**src/rtl/sd_spi_pkg.sv**
```systemverilog
// Shared definitions for the SD-card SPI responder.
//   - SD command indices understood by the responder
//   - R1 response bit positions and a helper to build an R1 byte
//   - data start token, OCR value and the idle fill byte
//   - responder FSM state encoding
package sd_spi_pkg;

  localparam logic [5:0] CMD_GO_IDLE         = 6'd0;
  localparam logic [5:0] CMD_SEND_IF_COND    = 6'd8;
  localparam logic [5:0] CMD_READ_SINGLE     = 6'd17;
  localparam logic [5:0] CMD_SD_SEND_OP_COND = 6'd41;
  localparam logic [5:0] CMD_APP_CMD         = 6'd55;
  localparam logic [5:0] CMD_READ_OCR        = 6'd58;

  localparam int R1_IDLE_BIT    = 0;
  localparam int R1_ILLEGAL_BIT = 2;

  localparam logic [7:0]  START_TOKEN = 8'hFE;
  localparam logic [7:0]  FILL_BYTE   = 8'hFF;
  localparam logic [31:0] OCR_VALUE   = 32'hC0FF8000;

  typedef enum logic [3:0] {
    WAIT_CMD,
    RX_CMD,
    NCR,
    TX_R1,
    TX_EXTRA,
    TX_GAP,
    TX_TOKEN,
    TX_DATA,
    TX_CRC
  } sd_state_e;

  function automatic logic [7:0] r1_byte(input logic illegal, input logic idle);
    logic [7:0] r;
    r                 = 8'h00;
    r[R1_ILLEGAL_BIT] = illegal;
    r[R1_IDLE_BIT]    = idle;
    return r;
  endfunction

endpackage

```
**src/rtl/sd_spi_byte_phy.sv**
```systemverilog
// Byte-level SPI mode-0 slave front end, running entirely on clk.
// Ports:
//   clk, reset        system clock, async active-high reset
//   cs, sclk, mosi    raw host pins (synchronized here)
//   tx_byte           next byte to put on miso, sampled at each byte boundary
//   miso              serial output, forced high while cs is high
//   cs_active         synchronized chip select is asserted (low)
//   byte_done         one-cycle strobe when 8 bits have been received
//   rx_byte           received byte, valid with byte_done
//   tx_load           one-cycle strobe after tx_byte was loaded into the shifter
module sd_spi_byte_phy
  import sd_spi_pkg::*;
(
  input  logic       clk,
  input  logic       reset,
  input  logic       cs,
  input  logic       sclk,
  input  logic       mosi,
  input  logic [7:0] tx_byte,
  output logic       miso,
  output logic       cs_active,
  output logic       byte_done,
  output logic [7:0] rx_byte,
  output logic       tx_load
);

  logic [1:0] cs_ff;
  logic [1:0] sclk_ff;
  logic [1:0] mosi_ff;
  logic       sclk_d;
  logic       cs_s;
  logic       sclk_rise;
  logic       sclk_fall;
  logic [6:0] rx_shift;
  logic [7:0] tx_shift;
  logic [2:0] bit_cnt;

  always_ff @(posedge clk or posedge reset) begin
    if (reset) begin
      cs_ff   <= 2'b11;
      sclk_ff <= 2'b00;
      mosi_ff <= 2'b11;
      sclk_d  <= 1'b0;
    end else begin
      cs_ff   <= {cs_ff[0], cs};
      sclk_ff <= {sclk_ff[0], sclk};
      mosi_ff <= {mosi_ff[0], mosi};
      sclk_d  <= sclk_ff[1];
    end
  end

  assign cs_s      = cs_ff[1];
  assign cs_active = ~cs_s;
  assign sclk_rise = sclk_ff[1] & ~sclk_d;
  assign sclk_fall = ~sclk_ff[1] & sclk_d;

  // A falling edge with bit_cnt==0 is the byte boundary: the previous byte's
  // eighth bit has been sampled, so the next byte's MSB goes out now.
  always_ff @(posedge clk or posedge reset) begin
    if (reset) begin
      rx_shift  <= '0;
      rx_byte   <= '0;
      tx_shift  <= FILL_BYTE;
      bit_cnt   <= '0;
      byte_done <= 1'b0;
      tx_load   <= 1'b0;
    end else begin
      byte_done <= 1'b0;
      tx_load   <= 1'b0;
      if (cs_s) begin
        bit_cnt  <= '0;
        tx_shift <= FILL_BYTE;
      end else begin
        if (sclk_rise) begin
          rx_shift <= {rx_shift[5:0], mosi_ff[1]};
          bit_cnt  <= bit_cnt + 3'd1;
          if (bit_cnt == 3'd7) begin
            byte_done <= 1'b1;
            rx_byte   <= {rx_shift, mosi_ff[1]};
          end
        end
        if (sclk_fall) begin
          if (bit_cnt == 3'd0) begin
            tx_shift <= tx_byte;
            tx_load  <= 1'b1;
          end else begin
            tx_shift <= {tx_shift[6:0], 1'b1};
          end
        end
      end
    end
  end

  // cs is folded in directly so miso is released as soon as the
  // synchronizer sees the deselect.
  assign miso = tx_shift[7] | cs_s;

endmodule

```
**src/rtl/sd_spi_responder.sv**
```systemverilog
// SD-card SPI-mode command responder (init sequence + single-block read).
// Ports:
//   clk, reset        system clock, async active-high reset
//   cs, sclk, mosi    SPI host pins (mode 0, cs active low)
//   miso              card-to-host data, high when not transmitting
//   mem_rd            one-cycle read strobe to the block image store
//   mem_block         block address latched from a CMD17 argument
//   mem_byte          byte index within the block
//   mem_data          store read data, valid one clk after mem_rd
//   cmd_strobe        one-cycle pulse per complete command frame
//   last_cmd          index of the most recent command frame
//
// state    | meaning
// WAIT_CMD | idle, looking for a 01xxxxxx start byte
// RX_CMD   | collecting 4 argument bytes and the CRC byte
// NCR      | one 0xFF byte before the response
// TX_R1    | sending the R1 byte
// TX_EXTRA | sending 4 trailing bytes (CMD8 echo or OCR)
// TX_GAP   | 0xFF bytes between R1 and the data token
// TX_TOKEN | sending the 0xFE start token
// TX_DATA  | sending 512 block bytes from the store
// TX_CRC   | sending two 0xFF CRC bytes
module sd_spi_responder
  import sd_spi_pkg::*;
#(
  parameter int ACMD41_BUSY_CNT = 2,
  parameter int NAC_BYTES       = 2
) (
  input  logic        clk,
  input  logic        reset,
  input  logic        cs,
  input  logic        sclk,
  input  logic        mosi,
  output logic        miso,
  output logic        mem_rd,
  output logic [31:0] mem_block,
  output logic [8:0]  mem_byte,
  input  logic [7:0]  mem_data,
  output logic        cmd_strobe,
  output logic [5:0]  last_cmd
);

  localparam logic [9:0] NAC_M1 = (NAC_BYTES > 0) ? 10'(NAC_BYTES - 1) : 10'd0;

  sd_state_e   state, state_nxt;
  logic        cs_active;
  logic        byte_done;
  logic        tx_load;
  logic [7:0]  rx_byte;
  logic [7:0]  tx_byte;
  logic        frame_done;
  logic [9:0]  cnt;
  logic [5:0]  cmd_idx;
  logic [31:0] arg;
  logic [7:0]  r1;
  logic [31:0] extra_word;
  logic        has_extra;
  logic        has_data;
  logic        idle;
  logic        app;
  logic [15:0] acmd_cnt;
  logic [15:0] acmd_inc;
  logic        acmd_busy;
  logic        rd_d;
  logic [7:0]  data_buf;

  sd_spi_byte_phy u_phy (
    .clk       (clk),
    .reset     (reset),
    .cs        (cs),
    .sclk      (sclk),
    .mosi      (mosi),
    .tx_byte   (tx_byte),
    .miso      (miso),
    .cs_active (cs_active),
    .byte_done (byte_done),
    .rx_byte   (rx_byte),
    .tx_load   (tx_load)
  );

  always_ff @(posedge clk or posedge reset) begin
    if (reset) state <= WAIT_CMD;
    else       state <= state_nxt;
  end

  // States advance on byte_done; tx_byte then holds the byte the phy will
  // load at the following byte boundary.
  always_comb begin
    state_nxt  = state;
    tx_byte    = FILL_BYTE;
    frame_done = 1'b0;
    case (state)
      WAIT_CMD: if (byte_done && rx_byte[7:6] == 2'b01) state_nxt = RX_CMD;
      RX_CMD: begin
        if (byte_done && cnt == '0) begin
          frame_done = 1'b1;
          state_nxt  = NCR;
        end
      end
      NCR: if (byte_done) state_nxt = TX_R1;
      TX_R1: begin
        tx_byte = r1;
        if (byte_done) begin
          if (has_extra)     state_nxt = TX_EXTRA;
          else if (has_data) state_nxt = (NAC_BYTES > 0) ? TX_GAP : TX_TOKEN;
          else               state_nxt = WAIT_CMD;
        end
      end
      TX_EXTRA: begin
        tx_byte = extra_word[31:24];
        if (byte_done && cnt == '0) state_nxt = WAIT_CMD;
      end
      TX_GAP: if (byte_done && cnt == '0) state_nxt = TX_TOKEN;
      TX_TOKEN: begin
        tx_byte = START_TOKEN;
        if (byte_done) state_nxt = TX_DATA;
      end
      TX_DATA: begin
        tx_byte = data_buf;
        if (byte_done && cnt == '0) state_nxt = TX_CRC;
      end
      TX_CRC: if (byte_done && cnt == '0) state_nxt = WAIT_CMD;
      default: state_nxt = WAIT_CMD;
    endcase
    if (!cs_active) begin
      state_nxt  = WAIT_CMD;
      frame_done = 1'b0;
    end
  end

  // Byte down-counter: loaded with (bytes-1) on state entry, the state
  // ends on the byte_done that finds it at zero.
  always_ff @(posedge clk or posedge reset) begin
    if (reset) begin
      cnt <= '0;
    end else if (!cs_active) begin
      cnt <= '0;
    end else if (state_nxt != state) begin
      case (state_nxt)
        RX_CMD:   cnt <= 10'd4;
        TX_EXTRA: cnt <= 10'd3;
        TX_GAP:   cnt <= NAC_M1;
        TX_DATA:  cnt <= 10'd511;
        TX_CRC:   cnt <= 10'd1;
        default:  cnt <= '0;
      endcase
    end else if (byte_done && cnt != '0) begin
      cnt <= cnt - 10'd1;
    end
  end

  assign acmd_inc  = (acmd_cnt == 16'hFFFF) ? acmd_cnt : acmd_cnt + 16'd1;
  assign acmd_busy = (32'(acmd_inc) <= 32'(ACMD41_BUSY_CNT));

  always_ff @(posedge clk or posedge reset) begin
    if (reset) begin
      cmd_idx    <= '0;
      arg        <= '0;
      r1         <= r1_byte(1'b0, 1'b1);
      extra_word <= '0;
      has_extra  <= 1'b0;
      has_data   <= 1'b0;
      idle       <= 1'b1;
      app        <= 1'b0;
      acmd_cnt   <= '0;
      cmd_strobe <= 1'b0;
      last_cmd   <= '0;
      mem_block  <= '0;
      mem_byte   <= '0;
      mem_rd     <= 1'b0;
      rd_d       <= 1'b0;
      data_buf   <= '0;
    end else begin
      cmd_strobe <= 1'b0;
      mem_rd     <= 1'b0;
      rd_d       <= mem_rd;
      if (rd_d) data_buf <= mem_data;

      if (state == WAIT_CMD && state_nxt == RX_CMD) cmd_idx <= rx_byte[5:0];
      if (state == RX_CMD && byte_done && cnt != '0) arg <= {arg[23:0], rx_byte};
      if (state == TX_EXTRA && byte_done) extra_word <= {extra_word[23:0], 8'h00};

      if (frame_done) begin
        cmd_strobe <= 1'b1;
        last_cmd   <= cmd_idx;
        app        <= 1'b0;
        has_extra  <= 1'b0;
        has_data   <= 1'b0;
        case (cmd_idx)
          CMD_GO_IDLE: begin
            idle     <= 1'b1;
            acmd_cnt <= '0;
            r1       <= r1_byte(1'b0, 1'b1);
          end
          CMD_SEND_IF_COND: begin
            r1         <= r1_byte(1'b0, idle);
            extra_word <= {16'h0000, 8'h01, arg[7:0]};
            has_extra  <= 1'b1;
          end
          CMD_READ_OCR: begin
            r1         <= r1_byte(1'b0, idle);
            extra_word <= OCR_VALUE;
            has_extra  <= 1'b1;
          end
          CMD_APP_CMD: begin
            app <= 1'b1;
            r1  <= r1_byte(1'b0, idle);
          end
          CMD_SD_SEND_OP_COND: begin
            if (app) begin
              acmd_cnt <= acmd_inc;
              if (acmd_busy) begin
                r1 <= r1_byte(1'b0, 1'b1);
              end else begin
                idle <= 1'b0;
                r1   <= r1_byte(1'b0, 1'b0);
              end
            end else begin
              r1 <= r1_byte(1'b1, idle);
            end
          end
          CMD_READ_SINGLE: begin
            if (!idle) begin
              mem_block <= arg;
              mem_byte  <= '0;
              has_data  <= 1'b1;
              r1        <= r1_byte(1'b0, 1'b0);
            end else begin
              r1 <= r1_byte(1'b1, idle);
            end
          end
          default: r1 <= r1_byte(1'b1, idle);
        endcase
      end

      // Prefetch: reading byte n while the token or byte n-1 is shifting out
      // leaves several sclk periods for mem_data to reach data_buf.
      if (tx_load && cs_active) begin
        if (state == TX_TOKEN) begin
          mem_rd <= 1'b1;
        end else if (state == TX_DATA && cnt != '0) begin
          mem_rd   <= 1'b1;
          mem_byte <= mem_byte + 9'd1;
        end
      end
      if (state == TX_CRC && byte_done && cnt == '0 && cs_active) mem_byte <= '0;
    end
  end

endmodule

```
**config.mk**
```make
export PLATFORM = sky130hd
export DESIGN_NAME = sd_spi_responder
export DESIGN_NICKNAME = d
export VERILOG_FILES = /design/src/rtl/sd_spi_pkg.sv /design/src/rtl/sd_spi_byte_phy.sv /design/src/rtl/sd_spi_responder.sv
export SDC_FILE = /design/constraint.sdc
export NUM_CORES = 1
export LEC_CHECK = 0
export BUFFER_PORTS_ARGS = -buffer_cell sky130_fd_sc_hd__clkbuf_2
export CORE_ASPECT_RATIO = 0.6
export CORE_MARGIN = 8
export CORE_UTILIZATION = 40
export DETAILED_ROUTE_END_ITERATION = 16
export PLACE_DENSITY = 0.68
export RECOVER_POWER = 100
export SLEW_MARGIN = 15
export SYNTH_ARGS = -nofsm -noshare
export SYNTH_HDL_FRONTEND = slang
export SYNTH_SLANG_ARGS = --single-unit
```
**constraint.sdc**
```tcl
create_clock -name clk -period 8.5 [get_ports clk]
set_clock_uncertainty 0.15 [all_clocks]
set_input_delay 1.7 -clock clk [delete_from_list [all_inputs] [get_ports clk]]
set_output_delay 1.7 -clock clk [all_outputs]
set_load 0.01 [all_outputs]
```
Yosys cells after proc, flatten, opt, wreduce, memory -nomap -nowiden
Index checks and enable logic that the tools add are counted.
{ "word_totals": {"reg_bits": 205, "in_bits": 13, "output_inout_bits": 50} }
{ "classes": {"addsub": 4, "order_cmp": 1, "eq_ne": 24, "mux": 59, "n_bitwise": 7, "n_reduce_logical": 30} }
{ "ops": {"columns": ["operator", "count"], "rows": [
  ["$mux 32", 2],
  ["$pmux 32 s2", 1],
  ["$pmux 8 s4", 2],
  ["$mux 9", 7],
  ["$mux 4", 9],
  ["$pmux 9 s4", 1],
  ["$mux 16", 2],
  ["$mux 8", 4],
  ["$pmux 16 s2", 1],
  ["$pmux 4 s8", 1],
  ["$mux 10", 3],
  ["$eq 4x3->1 const B", 7],
  ["$mux 1", 20],
  ["$eq 6x6->1 const B", 3],
  ["$add 16x1->16 const B", 1],
  ["$eq 16x16->1 const B", 1],
  ["$le 16x2->1 const B", 1],
  ["$mux 3", 5],
  ["$logic_and 1x1->1", 12],
  ["$logic_not 10->1", 1],
  ["$reduce_bool 10->1", 1],
  ["$sub 10x1->10 const B", 1],
  ["$add 9x1->9 const B", 1],
  ["$reduce_and 3->1", 3],
  ["other kinds (23)", 35]
]} }

Depth between registers and ports, before layout
Gate-level depths: netlist of the first run.
{ "logic_depth": {"ltp_word": 10, "mapped_depth": 10, "ltp_nobuf": 9} }

By module
A second synthesis of the first run with hierarchy kept.
{ "unflattened": {"hier_cells": 820, "area_unflattened_um2": 9276.4} }
{ "modules_own_cells": {"columns": ["module", "instances", "cells_per_inst", "area_per_inst_um2", "seq_area_each_um2"], "rows": [
  ["sd_spi_responder", 1, 729, 7841.3, 4106.4],
  ["sd_spi_byte_phy", 1, 91, 1435.1, 890.9]
]} }

Least setup slack after synthesis of the first run
OpenSTA, ideal clock, no wires.
{ "synth_path": {"path_kind": "reg-to-output", "from": "reg u_phy.cs_ff[1]", "to": "out miso", "t_arrival_ns": 0.975, "slack_ns": 5.675, "path_stages_with_launch": 3, "path_cell_list": "dfstp_2 clkbuf_1 or2_2"} }
{ "synth_via": {"elab_chain_len": 1} }
{ "synth_lines": {"columns": ["item", "line", "rtl"], "rows": [
  ["from (decl)", "sd_spi_byte_phy.sv:27", "logic [1:0] cs_ff;"],
  ["from (signal assigned)", "sd_spi_byte_phy.sv:45", "cs_ff <= {cs_ff[0], cs};"],
  ["$or 1x1->1", "sd_spi_byte_phy.sv:96", "assign miso = tx_shift[7] | cs_s;"],
  ["to (decl)", "sd_spi_responder.sv:34", "output logic miso,"]
]} }
No other way between the ends.

Worst setup path after layout of the first run
{ "layout_path": {"from": "reg cmd_idx[5]", "to": "reg mem_block[29]"} }
{ "layout_via": {"elab_chain_len": 2} }
{ "layout_lines": {"columns": ["item", "line", "rtl"], "rows": [
  ["from (decl)", "sd_spi_responder.sv:53", "logic [5:0] cmd_idx;"],
  ["from (signal assigned)", "sd_spi_responder.sv:179", "if (state == WAIT_CMD && state_nxt == RX_CMD) cmd_idx <= rx_byte[5:0];"],
  ["$eq 6x5->1", "sd_spi_responder.sv:189", "case (cmd_idx)"],
  ["$reduce_and 3->1 (no line)", null, null],
  ["to (signal assigned)", "sd_spi_responder.sv:224", "mem_block <= arg;"],
  ["to (decl)", "sd_spi_responder.sv:36", "output logic [31:0] mem_block,"]
]} }
No other way between the ends.
A chain may end at the register's enable or synchronous reset.

==> results of run 1 <==
[worst max-delay path by stage]
stage,startpoint,slack [ns],endpoint,cells after the start
final,cmd_idx[5],4.59,mem_block[29],4
after floorplan,reset,1.25,acmd_cnt[0],1
after CTS,u_phy.cs_ff[1],5.18,miso,2
after global routing,state[0],4.13,extra_word[21],5
after global placement,reset,4.80,data_buf[7],3
after detailed placement,reset,4.82,data_buf[1],3
[power breakdown]
group | internal [mW] | leakage (nW) | switching [mW]
clock | 0.389 | 0.278 | 0.398
sequential | 0.966 | 2.71 | 0.0138
combinational | 0.0171 | 1.79 | 0.0312
total | 1.37 | 4.78 | 0.443
[sequential cells by signal (all words and copies together) (netlist names), 3 cells and up]
signal / count
mem_block: 32
u_phy.rx_shift: 7
extra_word: 32
u_phy.bit_cnt: 3
cnt: 10
last_cmd: 6
cmd_idx: 6
u_phy.tx_shift: 8
arg: 32
acmd_cnt: 16
mem_byte: 9
u_phy.rx_byte: 8
data_buf: 8
state: 4
[critical path, delay by kind of cell, from the launching register on]
kind,cells,cell delay (ns)
AND/OR/NAND/NOR,3,2.34
flip-flops,1,0.45
multiplexers,1,0.82
[logic make-up (layout without fill, tap and decap cells)]
logic type               after synthesis  after routing  synth area share, %
multiplexers                         121            121                14.67
buffers and inverters                 56            111                2.527
adder cells (fa/ha/maj)                7              7               0.9667
XOR/XNOR                              15             15                1.450
flip-flops                           199            199                55.16
AO/OA/AOI/OAI                        163            163                10.87
AND/OR/NAND/NOR                      261            261                14.36
[stage by stage]
stage               area, um^2  hold slack, ns
global route             10090          0.2104
detailed placement        9614          0.1863
finish                   10090          0.2033
floorplan                 9060          0.1812
global placement          9614          0.1840
CTS                      10180          0.2033
[layout make-up]
cell class / count / area share [%]
inverters: 14 / 0.5951
repair buffers: 65 / 2.628
well taps: 308 / 3.818
multi-input cells: 567 / 37.86
flip-flops and latches: 199 / 49.52
clock inverters: 15 / 1.364
clock buffers: 17 / 4.215
[synth_stat cells, drive strengths merged, types with 3 or more instances]
master | number | area [um^2]
nor4 | 8 | 65.06
inv | 14 | 52.55
a31o | 5 | 43.80
nand3 | 17 | 85.08
mux2i | 27 | 270.3
clkbuf | 31 | 116.4
dfrtp | 185 | 4629
nor2b | 5 | 31.28
nand2b | 13 | 81.33
o31ai | 3 | 22.52
nand4 | 12 | 81.33
o211ai | 5 | 37.54
o22ai | 6 | 37.54
or4 | 6 | 48.80
a21boi | 3 | 26.28
o21ai | 61 | 305.3
nor3b | 4 | 30.03
nor2 | 77 | 289.0
nand3b | 5 | 37.54
dfstp | 14 | 367.9
a31oi | 8 | 50.05
xnor2 | 13 | 113.9
nand2 | 69 | 259.0
a211oi | 4 | 30.03
buf | 11 | 60.06
a311oi | 3 | 26.28
and3 | 10 | 62.56
mux2 | 94 | 1059
a41oi | 3 | 26.28
and2 | 10 | 62.56
or3 | 5 | 31.28
nor3 | 13 | 75.07
ha | 7 | 87.58
a21oi | 44 | 224.0
a22o | 9 | 78.83
[layout by cell type (no fill, tap or decap), drive strengths merged, types with 7 or more instances in the layout]
master  count
a21oi      44
a22o        9
a31oi       8
and2       10
and3       10
clkbuf     80
dfrtp     185
dfstp      14
ha          7
inv        22
mux2       94
mux2i      27
nand2      69
nand2b     13
nand3      17
nand4      12
nor2       77
nor3       13
nor4        8
o21ai      61
xnor2      13
[per-layer routing]
metal | track usage (%) | wire length [um] | vias up | part of all wire, %
met4 | 3.549 | 171 | 0 | 0.85
li1 | - | - | 3028 | -
met3 | 4.480 | 1478 | 19 | 7.3
met1 | 22.94 | 10690 | 3191 | 53
met2 | 19.01 | 7887 | 201 | 39
met5 | 0 | 0 | - | 0
==> impl_results.md, run 1 <==
* Area delta synth->final at 11.39%
* GP Congestion at 0.8540
* Hold_sp: u_phy.sclk_ff[0]
* Clk Latency, worst-skew pair at 0.44 ns
* # clock sinks at 199
* Buffers on Ports at 62
* Sequential area share after synthesis at 55.16%
* WP data required at 8.66 ns
* Die area at 0.02788 mm^2
* FF+latch count, synth at 199
* Period utilisation layout at 45.95%
* Outcome: finished with violations
* Die width at 210.3 um
* Tot Pwr at 1.815 mW
* Fin worst setup slack at 4.594 ns
* Storage cell area at 0.004997 mm^2
* Failing checks: max-capacitance violations, max-slew violations
* Vias in the first global route at 6188
* Total Routed Length at 20230 um
* CP max-delay cell: nand3_1
* Root buffer cell: clkbuf_16
* Cts bufs inserted at 17
* Hold WC Path Type: reg2reg
* Number of synthesized flops with an enable pin at 0
* Worst-case headroom to the max-slew limit at -25.50%
* Worst vdd ir at 120.8 uV
* Maximum buffer depth of the clock tree at 2
* Core Area at 0.02212 mm^2
* Yosys cell types at 65
* Final nets at 884
* Crit path DAT at 4.07 ns
* Antenna Violating Nets Remaining at 0
* Final HPWL from detailed placement at 13820 um
* Global-route total usage across every layer at 14.70%
* Ratio of cells with drive above 1 in the final layout at 17.79%
* H-tree depth at 4
* Post-CTS Hold Buffers at 0
* Netlist Area Pre-Place at 0.009060 mm^2
* Area of the multi-input gates at 0.003821 mm^2
* Largest net degree at the start of global routing at 118
* ANT cells at 0
* Initial Util at 40.95%
* Global-route wire length before repair at 33330 um
* Place WS at 4.823 ns
* Reg-to-Reg End: mem_block[29]
* DR DRC count at 0
* GRT overflow at 0
* CP endpoint kind: register
* Fill count at 2096
* Post-CTS sizing at 0
* Worst reg-to-reg setup slack at 4.59 ns
* RSZ-0062 raised after global routing: no
* Maximum clock rate at 256.0 MHz
* Critical R2R Launch: cmd_idx[5]
* Reg2reg path depth at 4
* Final min period at 3.906 ns
* Synth Instances at 822
* Setup violations, final at 0
* Post-route insts no fill at 1185
* Worst path cell trace: or4b_1 -> nor3_1 -> nand3_1 -> mux2_1
* Post-synth net total at 842
* Clk slew on worst S/H paths at 0.07 ns
* Vias per std cell at 5.434
* Initial DRC Count at 537
* Postcts setup bufs at 0
* Via count at 6439
* Hold Path Cell Cnt at 0
* Drt pass-1 iters at 5
* Critical Path Fanout Max at 35
* Fin. max-slew vios at 89
* CTS tree: built
* Slew at the pin closest to its max-slew limit at 1.868 ns
* Height of the die at 132.6 um
* LEAKAGE at 4.779 nW
* Yosys warning count at 0
* Max_cap viols at 3
* Critical path type: reg2reg
* Antenna violations before repair at 2
* DR WL/cell at 17.07 um
* FP Rows at 42
* Placed Cells at 1153
* PwrDens at 179.9 mW/mm^2
* Slowest Stage Delay on Critical Path at 1.38 ns
* Async SR Flop Fraction at 100.0%
* I/O pin count at 63
* Startpoint Class: register
* Setup TNS at 0 ns
* Primary FF master, synth: dfrtp_1
* Worst Hold Path EP: u_phy.sclk_ff[1]
* Finished Core Util at 45.62%
* Synth Area per Inst at 11.02 um^2
* Hold Vio Cnt, Final at 0
(Power assumes the default switching activity.)
==> run 2, diff against run 1 <==
==> constraint.sdc (replaced) <==
create_clock -name clk -period 3.96 [get_ports clk]
set_clock_uncertainty 0.15 [all_clocks]
set_input_delay 0.792 -clock clk [delete_from_list [all_inputs] [get_ports clk]]
set_output_delay 0.792 -clock clk [all_outputs]
set_load 0.01 [all_outputs]
==> impl_results.md, run 2 (synthesized netlist as in run 1, its figures left out) <==
* Critical path type: reg2reg (unchanged)
* Core Area at 0.02212 mm^2 (unchanged)
* Root buffer cell: clkbuf_16 (unchanged)
* WP data required at 4.09 ns (was 8.66 ns)
* H-tree depth at 4 (unchanged)
* Fill count at 2057 (was 2096)
* Biggest regs: arg (32), extra_word (32), mem_block (32) (unchanged)
* Final HPWL from detailed placement at 14580 um (was 13820 um)
* FP Rows at 42 (unchanged)
* Global-route wire length before repair at 34290 um (was 33330 um)
* Antenna violations before repair at 0 (was 2)
* Crit path buffers/inverters at 1 (was 0)
* Total Routed Length at 20480 um (was 20230 um)
* Ratio of cells with drive above 1 in the final layout at 18.10% (was 17.79%)
* CP max-delay cell: clkbuf_1 (was nand3_1)
* Slew at the pin closest to its max-slew limit at 1.708 ns (was 1.868 ns)
* Outcome: finished with violations (unchanged)
* Failing checks: max-capacitance violations, max-slew violations (unchanged)
* Postcts setup bufs at 0 (unchanged)
* Worst reg-to-reg setup slack at 0.84 ns (was 4.59 ns)
* PwrDens at 391.8 mW/mm^2 (was 179.9 mW/mm^2)
* Post-CTS sizing at 0 (unchanged)
* Setup violations, final at 0 (unchanged)
* DR WL/cell at 17.18 um (was 17.07 um)
* Final min period at 3.122 ns (was 3.906 ns)
* Most common cell after layout, fill and taps aside: dfrtp_1 (unchanged)
* Fin. max-slew vios at 37 (was 89)
* CTS tree: built (unchanged)
* Via count at 6499 (was 6439)
* Antenna Violating Nets Remaining at 0 (unchanged)
* RSZ-0062 raised after global routing: no (unchanged)
* Buffers on Ports at 62 (unchanged)
* Critical path origin: u_phy.cs_ff[1] (was cmd_idx[5])
* Critical Path Fanout Max at 19 (was 35)
* GRT overflow at 0 (unchanged)
* Worst vdd ir at 289.6 uV (was 120.8 uV)
* Height of the die at 132.6 um (unchanged)
* Slowest Stage Delay on Critical Path at 0.64 ns (was 1.38 ns)
* Internal power at 3.131 mW (was 1.372 mW)
* Global-route total usage across every layer at 15.21% (was 14.70%)
* Clock share of power at 44.5% (was 43.3%)
* Placed Cells at 1160 (was 1153)
* Post-CTS Hold Buffers at 0 (unchanged)
* Post-route insts no fill at 1192 (was 1185)
* Sw Ratio at 21.57% (was 24.42%)
* Die area at 0.02788 mm^2 (unchanged)
* Vias per std cell at 5.452 (was 5.434)
* DR DRC count at 0 (unchanged)
* Max_cap viols at 1 (was 3)
* I/O pin count at 63 (unchanged)
* Worst-case headroom to the max-slew limit at -14.49% (was -25.50%)
* Hold WC Path Type: reg2reg (unchanged)
* Maximum clock rate at 320.3 MHz (was 256.0 MHz)
* GP Congestion at 0.9196 (was 0.8540)
* Maximum buffer depth of the clock tree at 2 (unchanged)
* Critical R2R Launch: u_phy.cs_ff[1] (was cmd_idx[5])
* Setup TNS at 0 ns (unchanged)
* Vias in the first global route at 6235 (was 6188)
* Die width at 210.3 um (unchanged)
* Largest net degree at the start of global routing at 48 (was 118)
* Reg-to-Reg End: extra_word[17] (was mem_block[29])
* Reg2reg path depth at 6 (was 4)
* Period utilisation layout at 78.84% (was 45.95%)
* Final nets at 891 (was 884)
* Drt pass-1 iters at 6 (was 5)
* Clk Latency, worst-skew pair at 0.45 ns (was 0.44 ns)
* Comb pwr share at 2.8% (was 2.7%)
* Family with the most delay on the worst path: simple AND/OR/NAND/NOR gates (unchanged)
* Startpoint Class: register (unchanged)
* Critical Path End: extra_word[17] (was mem_block[29])
* # clock sinks at 199 (unchanged)
* Initial Util at 40.95% (unchanged)
* Crit path DAT at 3.25 ns (was 4.07 ns)
* Hold_ws at 0.1973 ns (was 0.2033 ns)
* LEAKAGE at 4.824 nW (was 4.779 nW)
* Most frequent cells in the layout: dfrtp_1, mux2_2, nor2_1 (unchanged)
* Hold Vio Cnt, Final at 0 (unchanged)
* Initial DRC Count at 643 (was 537)
* Cts bufs inserted at 17 (unchanged)
* Worst path cell trace: nor2_1 -> and4b_1 -> nand2_1 -> nor3_1 -> clkbuf_1 -> o21ai_0 (was or4b_1 -> nor3_1 -> nand3_1 -> mux2_1)
* Clk slew on worst S/H paths at 0.07 ns (about the same)
* CP Depth at 6 (was 4)
* CP endpoint kind: register (unchanged)
* Area delta synth->final at 12.46% (was 11.39%)
* ANT cells at 0 (unchanged)
* Net switching power at 0.8607 mW (was 0.4433 mW)
* Sequential share of power at 52.7% (was 54.0%)
==> run 2: cell types whose count changed in the layout (fill, tap and decap cells not counted), moves of 2 or more <==
cell / before / now
bufinv_16: 0 / 3
clkbuf_1: 52 / 56
inv_8: 4 / 0
clkbuf_2: 11 / 15
buf_12: 0 / 2
inv_6: 5 / 2
==> run 2: power groups by stage <==
stage          sequential, mW  combinational [mW]  clock, mW
6_report                 2.10               0.110       1.78
3_3_place_gp             2.14               0.117          0
2_1_floorplan            2.13              0.0821          0
4_1_cts                  2.10               0.120       1.82
3_5_place_dp             2.14               0.119          0
5_1_grt                  2.11               0.128       1.91
==> run 2: stage by stage <==
step                      setup WS, ns  power (mW)  instance area, um^2  util [%]
after floorplan                 0.4551       2.213                 9064         -
after global placement           1.070       2.256                 9713     43.90
after detailed placement        0.9571       2.261                 9713     43.90
after CTS                       0.9490       4.044                10310     46.61
after global routing            0.5596       4.151                10190     46.05
final                           0.8380       3.991                10190     46.05
==> run 2: how the worst min path moves through the flow <==
| stage | from | to | slack (ns) | cells after the start |
|---|---|---|---|---|
| floorplan | u_phy.sclk_ff[0] | u_phy.sclk_ff[1] | 0.18 | 0 |
| global placement | u_phy.sclk_ff[0] | u_phy.sclk_ff[1] | 0.18 | 0 |
| detailed placement | u_phy.sclk_ff[0] | u_phy.sclk_ff[1] | 0.19 | 0 |
| CTS | u_phy.sclk_ff[0] | u_phy.sclk_ff[1] | 0.20 | 0 |
| global route | u_phy.sclk_ff[0] | u_phy.sclk_ff[1] | 0.21 | 0 |
| finish | u_phy.sclk_ff[0] | u_phy.sclk_ff[1] | 0.20 | 0 |
==> run 2: per-layer routing <==
metal,share of wire [%],routed length [um],GRT usage [%]
met5,0,0,0
met4,1.1,218,4.251
met2,38,7882,19.60
met1,52,10730,23.56
met3,8.1,1658,4.645
==> run 2: area by class of cell <==
cell class,count,area (um^2),share of cell area [%]
Clock buffer,21,450.4,4.421
Clock inverter,11,147.6,1.449
Inverter,14,53.80,0.5281
Multi-Input combinational cell,567,3825,37.54
Sequential cell,199,4997,49.05
Tap cell,308,385.4,3.782
Timing Repair Buffer,72,329.1,3.230
==> run 3, diff against run 2 <==
--- a/config.mk
+++ b/config.mk
@@ -10,7 +10,7 @@
 export CORE_MARGIN = 8
 export CORE_UTILIZATION = 40
 export DETAILED_ROUTE_END_ITERATION = 16
-export PLACE_DENSITY = 0.68
+export PLACE_DENSITY = 0.7
 export RECOVER_POWER = 100
 export SLEW_MARGIN = 15
 export SYNTH_ARGS = -nofsm -noshare
==> constraint.sdc (replaced) <==
create_clock -name clk -period 2.7 [get_ports clk]
set_clock_uncertainty 0.15 [all_clocks]
set_input_delay 0.54 -clock clk [delete_from_list [all_inputs] [get_ports clk]]
set_output_delay 0.54 -clock clk [all_outputs]
set_load 0.01 [all_outputs]
==> impl_results.md, run 3 (synthesized netlist as in run 1, its figures left out) <==
* Outcome: finished, final reports clean (was finished with violations)
* Ratio of cells with drive above 1 in the final layout at 22.44% (was 18.10%)
* Slew at the pin closest to its max-slew limit at 1.219 ns (was 1.708 ns)
* CTS tree: built (unchanged)
* CP endpoint kind: register (unchanged)
* Root buffer cell: clkbuf_16 (unchanged)
* Drt pass-1 iters at 8 (was 6)
* Core Area at 0.02212 mm^2 (unchanged)
* Antenna Violating Nets Remaining at 0 (unchanged)
* Tot Pwr at 5.907 mW (was 3.991 mW)
* Reg2reg path depth at 8 (was 6)
* Height of the die at 132.6 um (unchanged)
* Hold WC Path Type: in2reg (was reg2reg)
* Die area at 0.02788 mm^2 (unchanged)
* Maximum buffer depth of the clock tree at 2 (unchanged)
* Worst-case headroom to the max-slew limit at 18.76% (was -14.49%)
* Hold_sp: cs (was u_phy.sclk_ff[0])
* Largest net degree at the start of global routing at 53 (was 48)
* Worst vdd ir at 416.1 uV (was 289.6 uV)
* Area of the multi-input gates at 0.003901 mm^2 (was 0.003825 mm^2)
* Via count at 6716 (was 6499)
* FP Rows at 42 (unchanged)
* Clk Latency, worst-skew pair at 0.44 ns (was 0.45 ns)
* Worst reg-to-reg setup slack at 0.09 ns (was 0.84 ns)
* Critical Path Fanout Max at 7 (was 19)
* Hold Path Cell Cnt at 1 (was 0)
* Biggest regs: arg (32), extra_word (32), mem_block (32) (unchanged)
* DR WL/cell at 17.64 um (was 17.18 um)
* Antenna violations before repair at 0 (unchanged)
* GRT overflow at 0 (unchanged)
* Die width at 210.3 um (unchanged)
* Post-CTS Hold Buffers at 0 (unchanged)
* Global-route total usage across every layer at 15.73% (was 15.21%)
* Sequential share of power at 52.2% (was 52.7%)
* LEAKAGE at 5.035 nW (was 4.824 nW)
* Final min period at 2.611 ns (was 3.122 ns)
* Startpoint Class: register (unchanged)
* Storage cell area at 0.004997 mm^2 (unchanged)
* PwrDens at 561.4 mW/mm^2 (was 391.8 mW/mm^2)
* Most frequent cells in the layout: dfrtp_1, mux2_2, nor2_1 (unchanged)
* Cts bufs inserted at 17 (unchanged)
* Area delta synth->final at 16.14% (was 12.46%)
* Sw Ratio at 23.68% (was 21.57%)
* Critical R2R Launch: acmd_cnt[9] (was u_phy.cs_ff[1])
* Global-route wire length before repair at 35470 um (was 34290 um)
* Comb pwr share at 2.8% (about the same)
* Final nets at 925 (was 891)
* WP data required at 2.89 ns (was 4.09 ns)
* Worst Hold Path EP: u_phy.cs_ff[0] (was u_phy.sclk_ff[1])
* Max_cap viols at 0 (was 1)
* Vias per std cell at 5.478 (was 5.452)
* GP Congestion at 0.9454 (was 0.9196)
* H-tree depth at 4 (unchanged)
* Clock share of power at 45.0% (was 44.5%)
* Total Routed Length at 21630 um (was 20480 um)
* Final HPWL from detailed placement at 15320 um (was 14580 um)
* Initial Util at 40.95% (unchanged)
* Internal power at 4.508 mW (was 3.131 mW)
* Period utilisation layout at 96.69% (was 78.84%)
* # clock sinks at 199 (unchanged)
* Net switching power at 1.399 mW (was 0.8607 mW)
* DR DRC count at 0 (unchanged)
* Initial DRC Count at 631 (was 643)
* Reg-to-Reg End: r1[0] (was extra_word[17])
* Buffers on Ports at 62 (unchanged)
* Hold Vio Cnt, Final at 0 (unchanged)
* ANT cells at 0 (unchanged)
* Fill count at 2026 (was 2057)
* I/O pin count at 63 (unchanged)
* Critical path type: reg2reg (unchanged)
* Fin. max-slew vios at 0 (was 37)
* Clk slew on worst S/H paths at 0.08 ns (was 0.07 ns)
* Setup TNS at 0 ns (unchanged)
* Vias in the first global route at 6519 (was 6235)
* Crit path DAT at 2.80 ns (was 3.25 ns)
* Maximum clock rate at 383.0 MHz (was 320.3 MHz)
* Most common cell after layout, fill and taps aside: dfrtp_1 (unchanged)
* Setup violations, final at 0 (unchanged)
## run 3: cell count changes in the layout (fill, tap and decap cells not counted), sizes merged
| cell | delta |
|---|---|
| buf | +31 |
| bufinv | -1 |
| clkbuf | -2 |
| clkinv | +2 |
| dlymetal6s2s | +1 |
| inv | +3 |
## run 3: worst max path at each step
stage | from | to | slack, ns
floorplan | reset | acmd_cnt[0] | -0.55
CTS | acmd_cnt[0] | r1[0] | 0.06
global route | cnt[2] | acmd_cnt[3] | -0.003
global placement | cnt[0] | arg[26] | 0.23
finish | acmd_cnt[9] | r1[0] | 0.09
detailed placement | cnt[0] | cnt[6] | 0.13
## run 3: layer usage
layer	vias up	track usage [%]	part of all wire, %
met4	0	5.226	1.7
li1	3107	-	-
met3	39	4.433	8.9
met5	-	0	0
met1	3300	23.97	50
met2	270	20.68	39
## run 3: area by class of cell
cell class | instances | area share, %
Clock buffer | 17 | 4.043
Clock inverter | 15 | 1.795
Inverter | 14 | 0.5113
Multi-Input combinational cell | 567 | 37.07
Sequential cell | 199 | 47.49
Tap cell | 308 | 3.662
Timing Repair Buffer | 106 | 5.422
## run 3: through the flow
step / hold WS, ns / cell area, um^2 / std cells / utilization, % / worst slack, ns
after global routing: 0.01754 / 10520 / 1226 / 47.56 / -0.003388
after global placement: 0.1855 / 9966 / 1192 / 45.05 / 0.2322
after CTS: 0.02267 / 10590 / 1224 / 47.85 / 0.05778
after floorplan: 0.1812 / 9064 / 822 / - / -0.5529
after detailed placement: 0.1862 / 9966 / 1192 / 45.05 / 0.1299
final: 0.03969 / 10520 / 1226 / 47.56 / 0.08925
## run 3: power by group through the flow
stage	registers [mW]	logic (mW)	clock network, mW
floorplan	3.13	0.120	0
global placement	3.14	0.175	0
detailed placement	3.14	0.180	0
CTS	3.08	0.183	2.70
global route	3.09	0.187	2.82
finish	3.08	0.164	2.66
## run 3: critical path, stage by stage, from the launching register on
cell,delay [ns]
dfrtp_1,0.43
nand4_1,0.34
buf_4,0.28
o21ai_0,0.14
a31o_2,0.18
nand4_1,0.17
nor4_4,0.38
a21oi_1,0.13
a311oi_1,0.30
## run 3: what timing repair did
action / 4_1_cts / 5_1_grt
pin swaps: 0 / 5
endpoints found under the setup margin: 1 / 11
resized for setup: 1 / 12
buffers inserted: 0 / 2
